===== config.mk =====
export PLATFORM = sky130hd
export DESIGN_NAME = instr_fetch
export DESIGN_NICKNAME = d
export VERILOG_FILES = /design/src/rtl/instr_fetch.sv
export SDC_FILE = /design/constraint.sdc
export NUM_CORES = 1
export LEC_CHECK = 0
export ABC_AREA = 1
export CAP_MARGIN = 5
export CORE_ASPECT_RATIO = 1.1
export CORE_MARGIN = 3
export CORE_UTILIZATION = 45
export DETAILED_ROUTE_END_ITERATION = 6
export MAX_ROUTING_LAYER = met4
export PLACE_DENSITY = 0.81
export SLEW_MARGIN = 20
export SYNTH_ARGS = -nofsm -noshare
export SYNTH_HDL_FRONTEND = slang
export SYNTH_SLANG_ARGS = --single-unit

===== constraint.sdc =====
create_clock -name clk -period 1.7 [get_ports clk]
set_clock_uncertainty 0.05 [all_clocks]
set_input_delay 0.34 -clock clk [delete_from_list [all_inputs] [get_ports clk]]
set_output_delay 0.34 -clock clk [all_outputs]
set_load 0.005 [all_outputs]

===== src/rtl/instr_fetch.sv =====
// instr_fetch: instruction fetch stage feeding decode from a
// one-cycle-latency instruction RAM, with redirect, halt and hold buffer.
//
// Ports:
//   clk, rst        clock, synchronous active-high reset
//   stall           decode cannot accept this cycle
//   branch_taken    redirect pulse, branch_target is the new address
//   halt_req        stop-fetch pulse (wins over branch_taken)
//   ram_dout        RAM data for the read issued last cycle
//   pc_final        RAM read address (combinational)
//   ce_ram          RAM read enable (combinational)
//   instr_out       instruction to decode (0 when not valid)
//   instr_pc        address of instr_out (0 when not valid)
//   instr_valid     instr_out/instr_pc valid
module instr_fetch #(
   parameter int ADDR_W     = 16,
   parameter int INSTR_W    = 20,
   parameter int IMEM_DEPTH = 256,
   parameter logic [ADDR_W-1:0] RESET_PC = '0
) (
   input  logic               clk,
   input  logic               rst,
   input  logic               stall,
   input  logic               branch_taken,
   input  logic [ADDR_W-1:0]  branch_target,
   input  logic               halt_req,
   input  logic [INSTR_W-1:0] ram_dout,
   output logic [ADDR_W-1:0]  pc_final,
   output logic               ce_ram,
   output logic [INSTR_W-1:0] instr_out,
   output logic [ADDR_W-1:0]  instr_pc,
   output logic               instr_valid
);

   localparam logic [ADDR_W-1:0] LAST_PC = ADDR_W'(IMEM_DEPTH - 1);

   typedef enum logic [1:0] {
      S_IDLE,
      S_RUN,
      S_HALTED
   } state_e;

   state_e               state_q, state_d;
   logic [ADDR_W-1:0]    pc_q, pc_d;
   logic                 infl_q, infl_d;
   logic [ADDR_W-1:0]    infl_pc_q, infl_pc_d;
   logic                 hold_v_q, hold_v_d;
   logic [INSTR_W-1:0]   hold_instr_q, hold_instr_d;
   logic [ADDR_W-1:0]    hold_pc_q, hold_pc_d;

   logic flush;
   logic xfer;
   logic fetch_ok;
   logic issue;

   // Redirect and halt both discard whatever decode would have seen.
   assign flush = branch_taken | halt_req;

   assign instr_valid = (hold_v_q | infl_q) & ~flush;
   assign xfer        = instr_valid & ~stall;

   // A branch revives a halted stage in the same cycle it arrives.
   assign fetch_ok = (state_q == S_RUN) |
                     ((state_q == S_HALTED) & branch_taken);

   // A pending word blocks a new read unless a redirect replaces it.
   assign issue = fetch_ok & ~halt_req &
                  (branch_taken | (~hold_v_q & ~(infl_q & stall)));

   assign pc_final = branch_taken ? branch_target : pc_q;
   assign ce_ram   = issue;

   // Hold entry is always the oldest word, so it has mux priority.
   always_comb begin
      instr_out = '0;
      instr_pc  = '0;
      if (instr_valid) begin
         if (hold_v_q) begin
            instr_out = hold_instr_q;
            instr_pc  = hold_pc_q;
         end else begin
            instr_out = ram_dout;
            instr_pc  = infl_pc_q;
         end
      end
   end

   // Fetch pointer and in-flight read tracking.
   always_comb begin
      pc_d      = pc_q;
      infl_d    = 1'b0;
      infl_pc_d = infl_pc_q;
      if (issue) begin
         infl_d    = 1'b1;
         infl_pc_d = pc_final;
         if (pc_final == LAST_PC) begin
            pc_d = '0;
         end else begin
            pc_d = pc_final + 1'b1;
         end
      end
   end

   // The RAM word is only present for one cycle, so a stalled
   // in-flight read must be parked in the hold entry.
   always_comb begin
      hold_v_d     = hold_v_q;
      hold_instr_d = hold_instr_q;
      hold_pc_d    = hold_pc_q;
      if (flush) begin
         hold_v_d = 1'b0;
      end else if (hold_v_q) begin
         if (xfer) begin
            hold_v_d = 1'b0;
         end
      end else if (infl_q & stall) begin
         hold_v_d     = 1'b1;
         hold_instr_d = ram_dout;
         hold_pc_d    = infl_pc_q;
      end
   end

   always_comb begin
      state_d = state_q;
      unique case (state_q)
         S_IDLE: begin
            state_d = S_RUN;
         end
         S_RUN: begin
            if (halt_req) begin
               state_d = S_HALTED;
            end
         end
         S_HALTED: begin
            if (branch_taken & ~halt_req) begin
               state_d = S_RUN;
            end
         end
         default: begin
            state_d = S_IDLE;
         end
      endcase
   end

   always_ff @(posedge clk) begin
      if (rst) begin
         state_q      <= S_IDLE;
         pc_q         <= RESET_PC;
         infl_q       <= 1'b0;
         infl_pc_q    <= '0;
         hold_v_q     <= 1'b0;
         hold_instr_q <= '0;
         hold_pc_q    <= '0;
      end else begin
         state_q      <= state_d;
         pc_q         <= pc_d;
         infl_q       <= infl_d;
         infl_pc_q    <= infl_pc_d;
         hold_v_q     <= hold_v_d;
         hold_instr_q <= hold_instr_d;
         hold_pc_q    <= hold_pc_d;
      end
   end

endmodule


* Yosys cells after proc, flatten, opt, wreduce, memory -nomap -nowiden
Index checks and enable logic that the tools add are counted.
** Storage, ports and cells
- Input port bits :: 41
- Register bits after elaboration :: 72
** Operators by class
- Bitwise logic cells :: 17
- Multiplexer cells :: 13
- Equal/unequal tests :: 5
- Reductions and logical operators :: 4
- Add/sub/neg operators :: 1
** Operator list (count)
- $mux 16 :: 4
- $mux 20 :: 2
- $add 16x1->16 const B :: 1
- $eq 16x8->1 const B :: 1
- $and 1x1->1 :: 8
- $pmux 2 s3 :: 1
- $not 1->1 :: 5
- $mux 1 :: 4
- $mux 2 :: 2
- $or 1x1->1 :: 4
- $reduce_and 3->1 :: 1
- $eq 2x1->1 const B :: 1
- $eq 2x2->1 const B :: 1
- $logic_not 2->1 :: 1
- $ne 2x1->1 const B :: 1
- $ne 2x2->1 const B :: 1
- $reduce_and 2->1 :: 1
- $reduce_or 2->1 :: 1

* Depth between registers and ports, before layout
- Depth after elaboration :: 6
- Gate-level depth with buffers :: 12
- Gate-level depth less buffers :: 11

* Least setup slack after synthesis
No wires, ideal clock.
- Kind :: input -> register
- From :: input branch_taken
- To :: register pc_q[0]
- Arrival :: 1.538 ns
- Setup slack :: -0.020 ns
- Buffers on the path :: 1
- Cell stages on the path :: 10
- Cell sequence :: inv_2 buf_6 nand2_1 nand2_1 ha_1 nand3_2 nor2_2 nand2_1 nand3_1 a21oi_1
** RTL lines
- from (decl) :: line 24 : input logic branch_taken,
- $mux 16 :: line 70 : assign pc_final = branch_taken ? branch_target : pc_q;
- via pc_final[1] :: line 28 : output logic [ADDR_W-1:0] pc_final,
- $eq 16x8->1 :: line 96 : if (pc_final == LAST_PC) begin
- $mux 16 :: line 96
- to (signal assigned) :: line 156 : pc_q <= pc_d;
- to (decl) :: line 44 : logic [ADDR_W-1:0] pc_q, pc_d;
The timed path passes the listed nets, and every way through them passes these cells.
A chain may end at the register's enable or synchronous reset.

* Final worst setup path
- From :: register hold_v_q
- To :: output instr_pc[1]
** On the way
- Longest elaborated chain between the ends :: 3
** Ends and longest elaborated chain
- from (decl) :: line 47 : logic hold_v_q, hold_v_d;
- from (signal assigned) :: line 159 : hold_v_q <= hold_v_d;
- $or 1x1->1 :: line 59 : assign instr_valid = (hold_v_q | infl_q) & ~flush;
- $and 1x1->1 :: line 59
- $mux 16 (*) :: line 77 : if (instr_valid) begin
- to (decl) :: line 31 : output logic [ADDR_W-1:0] instr_pc,
Every way passes the cells marked *; elsewhere a longest branch is shown, timed or not.

==> impl_metrics.toml <==
[worst_hold_path]
hp-class = "register to register"

[synth]
syn_nets = 653
synth.distinct_cells = 27
synth_area_leaders = "dfxtp_1 (37%), nand2_1 (15%), a21oi_1 (11%)"
synth.top_cell.area_share_pct = 37.4
yosysWarnings = 0
synth_top_area_cell = "dfxtp_1"
yosysSeqAreaShare_pct = 37.4
syn_inst = 611
ys_ff_latch = 72
syn_area_um2 = 3860
avgSynthCellArea_um2 = 6.31

[global_routing]
grtUsageMet1_pct = 32.3
grt_max_degree = 52
grt_pass1_wl_mm = 20.7
grt_util_met2_pct = 48.6
gr-total-overflow = 0
grt_pass1_vias = 4402
grt_use_total_pct = 27.7
use_met3_pct = 4.67
antenna_found_initial = 0
top_usage_layer = "met2"

[finish]
area_delta_synth_final_pct = 58.1
drive_gt1_share_pct = 32.8
layout_common_cells = "nand2_1 (137), buf_4 (87), nor2_1 (81), dfxtp_1 (69), a21oi_1 (66)"
antennaDiodeCount = 0
layout.nets = 833
final_cells = 904
final_common_cell = "nand2_1"
post-route-util_pct = 75.1

[floorplan]
die_y_um = 103
core-area_um2 = 8130
start_util_pct = 47.5
num_io_pins = 95
die_w_um = 94.3
placementRows = 34
dieArea_um2 = 9720

[setup_path]
r2r_start = "pc_q[2]"
reg2reg_depth = 10
r2r_end = "pc_q[13]"
critPathMaxFanout = 6
worstSetupEndpointType = "output pin"
crit_start = "hold_v_q"
cp.arrival_ns = 1.57
critPathKind = "register to output pin"
worstSetupStartpointType = "register"
crit_end = "instr_pc[1]"
cp.required_ns = 1.31
r2r_slack_ns = 0.07

[route]
via_per_inst = 5.22
post_drt_wl_per_cell_um = 14.7
drt_wl_total_mm = 13.3
dr.pass1.iters = 5
drt_iter0_markers = 282
ant_nets = 0
dr_total_vias = 4715
route.detailed.drc = 0

[timing]
fmax_mhz = 511
relSlewSlack_pct = 83.7
post-route-period-util_pct = 115
hold_viol_final = 0
slew_viol_final = 0
worst_slack_ns = -0.257
worstMarginPinSlew_ns = 0.243
layout_min_cycle_time_ns = 1.96
setup_viol = 38
rsz0062_at_grt = "yes"

[pwr]
p_per_area_nw_per_um2 = 671
p_leak_nw = 2.82
power_mw = 4.09
ir_drop_mv = 0.499

[clocking]
cts_sinks = 72
clk_latency_ns = 0.36
cts_buffers = 9
path_clk_slew_ns = 0.08
cts_tree = "done"
cts-htree-levels = 3
root_buffer = "clkbuf_8"
ctsHoldBuffers = 0
cts.path.max_buffers = 2

[placement]
portBuffers = 94
dpl.hpwl_mm = 8.11
dp_cells = 849
place.gp.congestion = 0.853

[run_status]
violations = "negative setup slack"
outcome = "finished, violations left"

[flow_run]
maxCapViolations = 0
-- area by class of cell --
type	instances	area, um^2
clock buffer	10	138
multi-input combinational	448	2280
tap	108	135
timing repair buffer	205	1810
fill	583	2030
inverter	55	219
sequential	72	1450
clock inverter	6	65.1
-- timing repair --
item | 4_1_cts | 5_1_grt
cloned | 4 | 0
gates resized for setup | 248 | 41
endpoints found under the setup margin | 86 | 75
pin swaps | 13 | 18
buffers inserted | 30 | 8
-- power by group --
group	total, mW	switching, mW	internal (mW)
sequential	1.78	0.0281	1.75
clock	1.42	0.699	0.723
combinational	0.889	0.451	0.438
-- flip-flops by register name, summed over array words and instances, names as in the netlist --
register	cells
hold_pc_q	16
hold_v_q	1
hold_instr_q	20
infl_q	1
infl_pc_q	16
pc_q	16
state_q	2
-- layer usage --
| metal | part of all wire [%] | up-vias |
|---|---|---|
| met5 | 0 | - |
| met1 | 41 | 2169 |
| met3 | 6.2 | 40 |
| met4 | 2.6 | 0 |
| li1 | - | 2318 |
| met2 | 50 | 188 |
-- how the worst min path moves through the flow --
stage          startpoint       end  slack, ns  depth (start not counted)
2_1_floorplan    pc_q[15]  pc_q[15]       0.39                          2
3_3_place_gp      pc_q[4]   pc_q[4]       0.40                          2
3_5_place_dp     pc_q[13]  pc_q[13]       0.41                          2
4_1_cts          pc_q[13]  pc_q[13]       0.42                          2
5_1_grt          pc_q[13]  pc_q[13]       0.43                          2
6_report         pc_q[13]  pc_q[13]       0.42                          2
-- critical path, cell delays in order, from the launching register on --
cell	delay [ns]
dfxtp_2	0.36
inv_2	0.07
a21oi_4	0.18
inv_6	0.10
buf_12	0.15
nor2_2	0.10
dlygate4sd2_1	0.24
-- cell usage after synthesis --
cell type	count
ha_1	1
clkbuf_1	19
or2_2	1
dfxtp_1	72
inv_2	7
nand3_4	1
nand3_1	20
buf_6	2
o31ai_1	1
a21oi_1	87
xor2_1	2
nand3b_1	2
nand4_1	7
o21bai_1	1
nor2_2	5
nor2_1	93
nand2_2	12
buf_2	12
o21ai_2	3
nand2_1	153
o21ai_1	1
o21ai_0	55
o211ai_1	1
nor3_4	1
inv_1	48
nand3_2	1
buf_4	3
-- logic make-up after synthesis --
logic type               Yosys count  share of synthesized area, %
AND/OR/NAND/NOR                  296                          32.1
adder cells (fa/ha/maj)            1                         0.324
buffers and inverters             91                          9.93
XOR/XNOR                           2                         0.454
AO/OA/AOI/OAI                    149                          19.8
flip-flops                        72                          37.4
-- through the flow --
step | area [um^2] | hold WS (ns) | setup WS [ns] | TNS [ns]
floorplan | 3860 | 0.392 | 0.00318 | 0
global route | 6100 | 0.430 | -0.317 | -7.51
CTS | 5930 | 0.420 | -0.231 | -4.24
global placement | 5390 | 0.404 | -0.818 | -64.28
finish | 6100 | 0.417 | -0.257 | -5.08
detailed placement | 5390 | 0.409 | -0.848 | -67.07
Note: power is estimated with default switching activity, not from simulation.
